File: config.mk
export PLATFORM = sky130hd
export DESIGN_NAME = asteroids_rom_loader
export DESIGN_NICKNAME = d
export VERILOG_FILES = /design/src/rtl/asteroids_rom_loader.sv
export SDC_FILE = /design/constraint.sdc
export NUM_CORES = 1
export LEC_CHECK = 0
export CAP_MARGIN = 20
export CORE_MARGIN = 8
export CORE_UTILIZATION = 51
export CTS_CLUSTER_DIAMETER = 50
export DETAILED_ROUTE_END_ITERATION = 10
export MAX_ROUTING_LAYER = met4
export PLACE_DENSITY = 0.92
export SLEW_MARGIN = 20
export SYNTH_ARGS = -nofsm -noshare
export SYNTH_HDL_FRONTEND = slang
export SYNTH_SLANG_ARGS = --single-unit
File: constraint.sdc
create_clock -name clk_25 -period 3.45 [get_ports clk_25]
set_clock_uncertainty 0.1 [all_clocks]
set_input_delay 0.8625 -clock clk_25 [delete_from_list [all_inputs] [get_ports clk_25]]
set_output_delay 0.8625 -clock clk_25 [all_outputs]
set_load 0.05 [all_outputs]
File: src/rtl/asteroids_rom_loader.sv
// ROM download tracker between hps_io's ioctl port and ASTEROIDS_TOP's dn_* write port.
// Optional build macro ASTEROIDS_ROM_CHECKSUM_EN adds an 8-bit additive checksum to the verify step.
module asteroids_rom_loader #(
  parameter logic [15:0] ROM_SIZE        = 16'h2000,
  parameter logic [15:0] VEC_BASE        = 16'h1800,
`ifdef ASTEROIDS_ROM_CHECKSUM_EN
  parameter logic [7:0]  CHECKSUM_EXPECT = 8'h00,
`endif
  parameter int unsigned RESET_HOLD      = 16
) (
  input  logic        clk_25,
  input  logic        reset,
  input  logic        ioctl_download,
  input  logic        ioctl_wr,
  input  logic [24:0] ioctl_addr,
  input  logic [7:0]  ioctl_dout,
  input  logic        user_reset,
  output logic [15:0] dn_addr,
  output logic [7:0]  dn_data,
  output logic        dn_wr,
  output logic        prog_we,
  output logic        vec_we,
  output logic        core_reset,
  output logic        rom_ready,
  output logic        rom_error,
  output logic [15:0] bytes_loaded
);

  localparam logic [2:0] ST_IDLE   = 3'd0;
  localparam logic [2:0] ST_LOAD   = 3'd1;
  localparam logic [2:0] ST_VERIFY = 3'd2;
  localparam logic [2:0] ST_READY  = 3'd3;
  localparam logic [2:0] ST_ERROR  = 3'd4;

  localparam logic [15:0] HOLD_INIT = 16'(RESET_HOLD);

  logic [2:0]  state_r;
  logic [2:0]  state_s;
  logic        dl_prev_r;
  logic [15:0] hold_r;
  logic [15:0] hold_s;
  logic        ovf_r;
  logic        dl_rise_s;
  logic        dl_fall_s;
  logic        in_range_s;
  logic        accept_s;
  logic        oob_s;
  logic        is_prog_s;
  logic        core_reset_s;
  logic        csum_ok_s;

  // Download edge detection, write qualification and next-state decode
  always_comb begin
    dl_rise_s  = ioctl_download & ~dl_prev_r;
    dl_fall_s  = ~ioctl_download & dl_prev_r;
    in_range_s = (ioctl_addr < {9'd0, ROM_SIZE});
    accept_s   = (state_r == ST_LOAD) & ioctl_wr & in_range_s;
    oob_s      = (state_r == ST_LOAD) & ioctl_wr & ~in_range_s;
    is_prog_s  = (ioctl_addr[15:0] < VEC_BASE);
    state_s    = state_r;
    if (dl_rise_s) begin
      state_s = ST_LOAD;
    end else begin
      case (state_r)
        ST_IDLE:   state_s = ST_IDLE;
        ST_LOAD:   state_s = dl_fall_s ? ST_VERIFY : ST_LOAD;
        ST_VERIFY: begin
          if ((bytes_loaded == ROM_SIZE) && !ovf_r && csum_ok_s) begin
            state_s = ST_READY;
          end else begin
            state_s = ST_ERROR;
          end
        end
        ST_READY:  state_s = ST_READY;
        ST_ERROR:  state_s = ST_ERROR;
        default:   state_s = ST_IDLE;
      endcase
    end
  end

  // Post-load hold counter and the resulting core reset level
  always_comb begin
    hold_s = HOLD_INIT;
    if (state_s == ST_READY) begin
      if (state_r != ST_READY) begin
        hold_s = HOLD_INIT;
      end else if (hold_r != 16'd0) begin
        hold_s = hold_r - 16'd1;
      end else begin
        hold_s = 16'd0;
      end
    end else begin
      hold_s = HOLD_INIT;
    end
    if (state_s == ST_READY) begin
      core_reset_s = user_reset | (hold_s != 16'd0);
    end else begin
      core_reset_s = 1'b1;
    end
  end

`ifdef ASTEROIDS_ROM_CHECKSUM_EN
  logic [7:0] csum_r;

  function automatic logic [7:0] csum_add(input logic [7:0] sum, input logic [7:0] data);
    return sum + data;
  endfunction

  // Running 8-bit sum of accepted bytes, restarted by each new download
  always_ff @(posedge clk_25) begin
    if (reset) begin
      csum_r <= 8'h00;
    end else if (dl_rise_s) begin
      csum_r <= 8'h00;
    end else if (accept_s) begin
      csum_r <= csum_add(csum_r, ioctl_dout);
    end else begin
      csum_r <= csum_r;
    end
  end

  assign csum_ok_s = (csum_r == CHECKSUM_EXPECT);
`else
  assign csum_ok_s = 1'b1;
`endif

  // State, write path and status registers
  always_ff @(posedge clk_25) begin
    if (reset) begin
      state_r      <= ST_IDLE;
      // A download already in flight at reset must not look like a fresh start
      dl_prev_r    <= 1'b1;
      hold_r       <= HOLD_INIT;
      ovf_r        <= 1'b0;
      dn_addr      <= 16'h0000;
      dn_data      <= 8'h00;
      dn_wr        <= 1'b0;
      prog_we      <= 1'b0;
      vec_we       <= 1'b0;
      core_reset   <= 1'b1;
      rom_ready    <= 1'b0;
      rom_error    <= 1'b0;
      bytes_loaded <= 16'h0000;
    end else begin
      state_r    <= state_s;
      dl_prev_r  <= ioctl_download;
      hold_r     <= hold_s;
      dn_wr      <= accept_s;
      prog_we    <= accept_s & is_prog_s;
      vec_we     <= accept_s & ~is_prog_s;
      core_reset <= core_reset_s;
      rom_ready  <= (state_s == ST_READY);
      rom_error  <= (state_s == ST_ERROR);
      if (accept_s) begin
        dn_addr <= ioctl_addr[15:0];
        dn_data <= ioctl_dout;
      end else begin
        dn_addr <= dn_addr;
        dn_data <= dn_data;
      end
      if (dl_rise_s) begin
        bytes_loaded <= 16'h0000;
        ovf_r        <= 1'b0;
      end else begin
        if (accept_s && (bytes_loaded != 16'hFFFF)) begin
          bytes_loaded <= bytes_loaded + 16'd1;
        end else begin
          bytes_loaded <= bytes_loaded;
        end
        ovf_r <= ovf_r | oob_s;
      end
    end
  end

endmodule

* Yosys cells after proc, flatten, opt, wreduce, memory -nomap -nowiden
Index checks and enable logic that the tools add are counted.
Widths: inputs -> output; s select.
** Storage, ports and cells
- Output and inout bits :: 46
- Input port bits :: 38
- Logic and storage cells :: 54
- Bits in registers :: 67
** Operators by class
- Mux-type cells :: 7
- Equality and inequality tests :: 9
- $lt $le $gt $ge :: 2
- Reduce and logical (&&, ||, !) cells :: 7
- Add/sub/neg operators :: 2
- Bitwise operators :: 14
** Operators with widths (number)
- $mux 16 :: 3
- $reduce_bool 16->1 :: 2
- $lt 25x14->1 const B :: 1
- $add 16x1->16 const B :: 1
- $eq 16x14->1 const B :: 1
- $lt 16x13->1 const B :: 1
- $ne 16x16->1 const B :: 1
- $sub 16x1->16 const B :: 1
- $pmux 3 s4 :: 1
- $eq 3x2->1 const B :: 3
- $and 1x1->1 :: 7
- $eq 3x3->1 const B :: 2
- $mux 3 :: 2
- $not 1->1 :: 5
- $reduce_or 2->1 :: 2
- $eq 3x1->1 const B :: 1
- $ne 3x2->1 const B :: 1
- $logic_and 1x1->1 :: 2
- $mux 2 :: 1
- $or 1x1->1 :: 2
- $logic_not 1->1 :: 1

* Depth between registers and ports, before layout
- Depth after elaboration :: 9
- Gate-level depth with buffers :: 9
- Mapped depth without buffers :: 8

* Least setup slack after synthesis
No wires, ideal clock.
- Kind :: input -> register
- Start :: input port ioctl_addr[24]
- End :: register bytes_loaded[14]
- Path buffers :: 2
- Stages :: 8
- Data arrival time :: 2.010 ns
- Slack :: 1.212 ns
- Setup time :: 0.128 ns
- Required time :: 3.222 ns
- Cell sequence :: nor4_1 > nand4_1 > nor2_2 > buf_6 > buf_6 > nand4_1 > xor2_1 > nor2_1
** On the way
- Longest elaborated chain between the ends :: 3
** RTL lines
- start: declaration :: line 15 : input logic [24:0] ioctl_addr,
- $lt 25x14->1 :: line 56 : in_range_s = (ioctl_addr < {9'd0, ROM_SIZE});
- $and 1x1->1 :: line 57 : accept_s = (state_r == ST_LOAD) & ioctl_wr & in_range_s;
- $logic_and 1x1->1 :: line 165 : if (accept_s && (bytes_loaded != 16'hFFFF)) begin
- end signal: assignment :: line 166 : bytes_loaded <= bytes_loaded + 16'd1;
- end signal: assignment :: line 168 : bytes_loaded <= bytes_loaded;
- end: declaration :: line 26 : output logic [15:0] bytes_loaded
No other way between the ends.
A chain may end at the register's enable or synchronous reset.

* Worst setup path in the final report
- Start :: register bytes_loaded[8]
- End :: output port bytes_loaded[8]
No word-level cell between the ends.

==> metrics <==
post-cts hold buffer count=0; Hold Path Class=reg -> reg; largest net degree at the start of global routing=30; relative slew slack=48.3%; drt pass-1 iters=4; final wirelength=7560 um; largest stage delay on the critical path=0.86 ns; crit-path max FO=6; Max Buffers Root-to-Sink=2; Critical Path Source Type=flip-flop; DRC viols=0; Crit path arrival time=1.66 ns; post-DR wirelength/cell=15.0 um; GP Congestion=0.882; P&R area growth vs syn=36.7%; FMAX=382 MHz; drt initial violations=230; dpl ws=0.454 ns; fin nets=469; Clock transition at path regs=0.08 ns; sequential power share=52.2%; crit end category=output pin; post-DR vias/cell=5.43; delay-heaviest family, CP=buffers and inverters; commonest non-fill, non-tap cell in the layout=clkdlybuf4s50_1; setup tns final=0 ns; Root Buffer=clkbuf_8; total CTS buffers=9; vias in the first global route=2,651; post-placement cell count=488; Period Utilization, post-route=75.9%; Setup CP Type=reg -> out; final core occ=72.0%; sequential area share after synthesis=46.2%; Post-CTS Resized=0; Netlist cell types=44; Buffers on Ports=83; clock power share=43.6%; ANT cells=0; Die Width=91.4 um; total track usage=18.6%; Yosys reg bits=67; fraction of layout cells with a size suffix above 1=7.18%; Reg area=1340 sq um; Slowest-stage cell, CP=clkdlybuf4s50_1; internal power=1150 uW; final hold violations=0; starting density of the core=52.7%; status=finished clean; Max-Cap Viols=0; Syn Area/Cell=8.41 sq um; Worst-Skew Late Latency=0.33 ns; DR vias=2,738; Pwr Density=375 nW/um^2; H-tree depth=3; Post-CTS Setup Bufs=0; Core Region=5510 sq um; Overflow after GRT=0; antenna-violating nets left=0; actual slew at the worst max-slew pin=0.776 ns; Non-Filler Instances=504; placed wire-length estimate=5630 um; logic gate share of total power=4.2%; Worst Path Required=2.49 ns; RSZ-0062 raised after global routing=no; CP Buf/Inv Count=1; Tot Pwr=1490 uW; mapped cell area=2900 sq um; first-pass GRT wire length=12,500 um; die area=8360 sq um; Die Span Y=91.4 um; clock sink count=67; Sw Ratio=22.3%; Synth Instances=345; endpoints failing setup=0; LEAKAGE=0.00137 uW; Top Ports=84; critical-path cell list=clkdlybuf4s50_1; Synthesis Warnings=0; Synthesized Nets=387; Worst Slack Setup Final=0.831 ns; final max-slew violation count=0; most frequent cells in the layout=clkdlybuf4s50_1 (83), dfxtp_1 (67), nand2_1 (60); # rows=27; Fill cells=390; Multi-input gate area=1440 sq um; NetSw=332 uW; VDD IR max=222 uV; CTS tree=done; initial antenna violation count=0; minimum clock period=2.62 ns
## sequential cells by signal, indices dropped and copies added, names as in the netlist
signal and count:
state_r 3, prog_we 1, hold_r 16, rom_error 1
dn_data 8, core_reset 1, rom_ready 1, dn_wr 1
vec_we 1, ovf_r 1, bytes_loaded 16, dn_addr 16
dl_prev_r 1
## per-layer routing
layer	share of wire, %	global-route usage, %
met5	0	-
met4	2.4	7.78
met3	6.7	4.86
met2	47	30.4
met1	44	21.1
## Yosys cell counts
| library cell | instances | area share (%) |
|---|---|---|
| o2bb2ai_1 | 1 | 0.30 |
| and3_2 | 1 | 0.26 |
| nand3_2 | 1 | 0.35 |
| nand2_1 | 60 | 7.8 |
| clkbuf_1 | 9 | 1.2 |
| xnor2_1 | 8 | 2.4 |
| nand2b_4 | 1 | 0.47 |
| nand2b_1 | 2 | 0.43 |
| dfxtp_1 | 67 | 46 |
| nand3_1 | 9 | 1.6 |
| nand4_2 | 1 | 0.43 |
| nor2_1 | 45 | 5.8 |
| ha_1 | 4 | 1.7 |
| and3_1 | 6 | 1.3 |
| nor3_2 | 1 | 0.35 |
| or3_4 | 1 | 0.39 |
| or2_2 | 1 | 0.22 |
| nor4b_1 | 3 | 0.91 |
| buf_6 | 3 | 1.2 |
| nand4_1 | 12 | 2.6 |
| nor4_1 | 5 | 1.1 |
| and2_1 | 3 | 0.65 |
| a21oi_1 | 26 | 4.5 |
| o21ai_0 | 6 | 1.0 |
| or3_1 | 2 | 0.43 |
| and4_1 | 1 | 0.30 |
| xor2_1 | 18 | 5.4 |
| nor2_2 | 1 | 0.22 |
| a32oi_1 | 1 | 0.30 |
| nor2b_1 | 5 | 1.1 |
| a31oi_1 | 2 | 0.43 |
| and2_4 | 1 | 0.30 |
| nor3b_1 | 6 | 1.6 |
| nor3_1 | 7 | 1.2 |
| a221oi_1 | 1 | 0.30 |
| or2_1 | 2 | 0.43 |
| a211oi_1 | 2 | 0.52 |
| a211o_1 | 1 | 0.30 |
| o21ai_1 | 2 | 0.35 |
| nor4_4 | 1 | 0.73 |
| buf_2 | 4 | 0.69 |
| inv_1 | 8 | 1.0 |
| nand2_4 | 1 | 0.39 |
| nand4b_1 | 3 | 0.91 |
## power groups by stage
stage	Clock [uW]	Sequential [uW]	Combinational, uW
2_1_floorplan	0	794	14.1
3_3_place_gp	0	794	61.7
3_5_place_dp	0	794	62.6
4_1_cts	660	775	62.8
5_1_grt	695	776	66.6
6_report	648	776	62.5
## through the flow
stage / hold WS [ns] / cell area [sq um]
global route: 0.374 / 3970
floorplan: 0.333 / 2900
global placement: 0.341 / 3760
finish: 0.356 / 3970
detailed placement: 0.347 / 3760
CTS: 0.359 / 3970
## worst min-delay path: stages, from the launching register on
cell and delay [ns]:
dfxtp_1 0.31, nand2_1 0.05, a21oi_1 0.05
## layout make-up
cell class              count  area share, %
well taps                  72           2.27
clock inverters             7           1.96
clock buffers               9           3.12
repair buffers             87           21.7
multi-input cells         254           36.4
inverters                   8          0.757
flip-flops and latches     67           33.8
## worst paths after layout
kind / startpoint / cells after the start / end / slack (ns)
worst max-delay path: bytes_loaded[8] / 1 / bytes_loaded[8] / 0.83
worst min register to register: dn_data[4] / 2 / dn_data[4] / 0.36
worst max register to register: hold_r[0] / 7 / core_reset / 1.23
worst min-delay path: dn_data[4] / 2 / dn_data[4] / 0.36
## cells by family after synthesis
family / share of synthesized area [%]
and+or+nand+nor: 32.1
buffers and inverters: 4.06
AOI/OAI and AO/OA: 8.02
xor gates and xnor gates: 7.85
adders and majority gates: 1.73
DFF: 46.2
No activity file was read; power rests on OpenSTA's default activity.
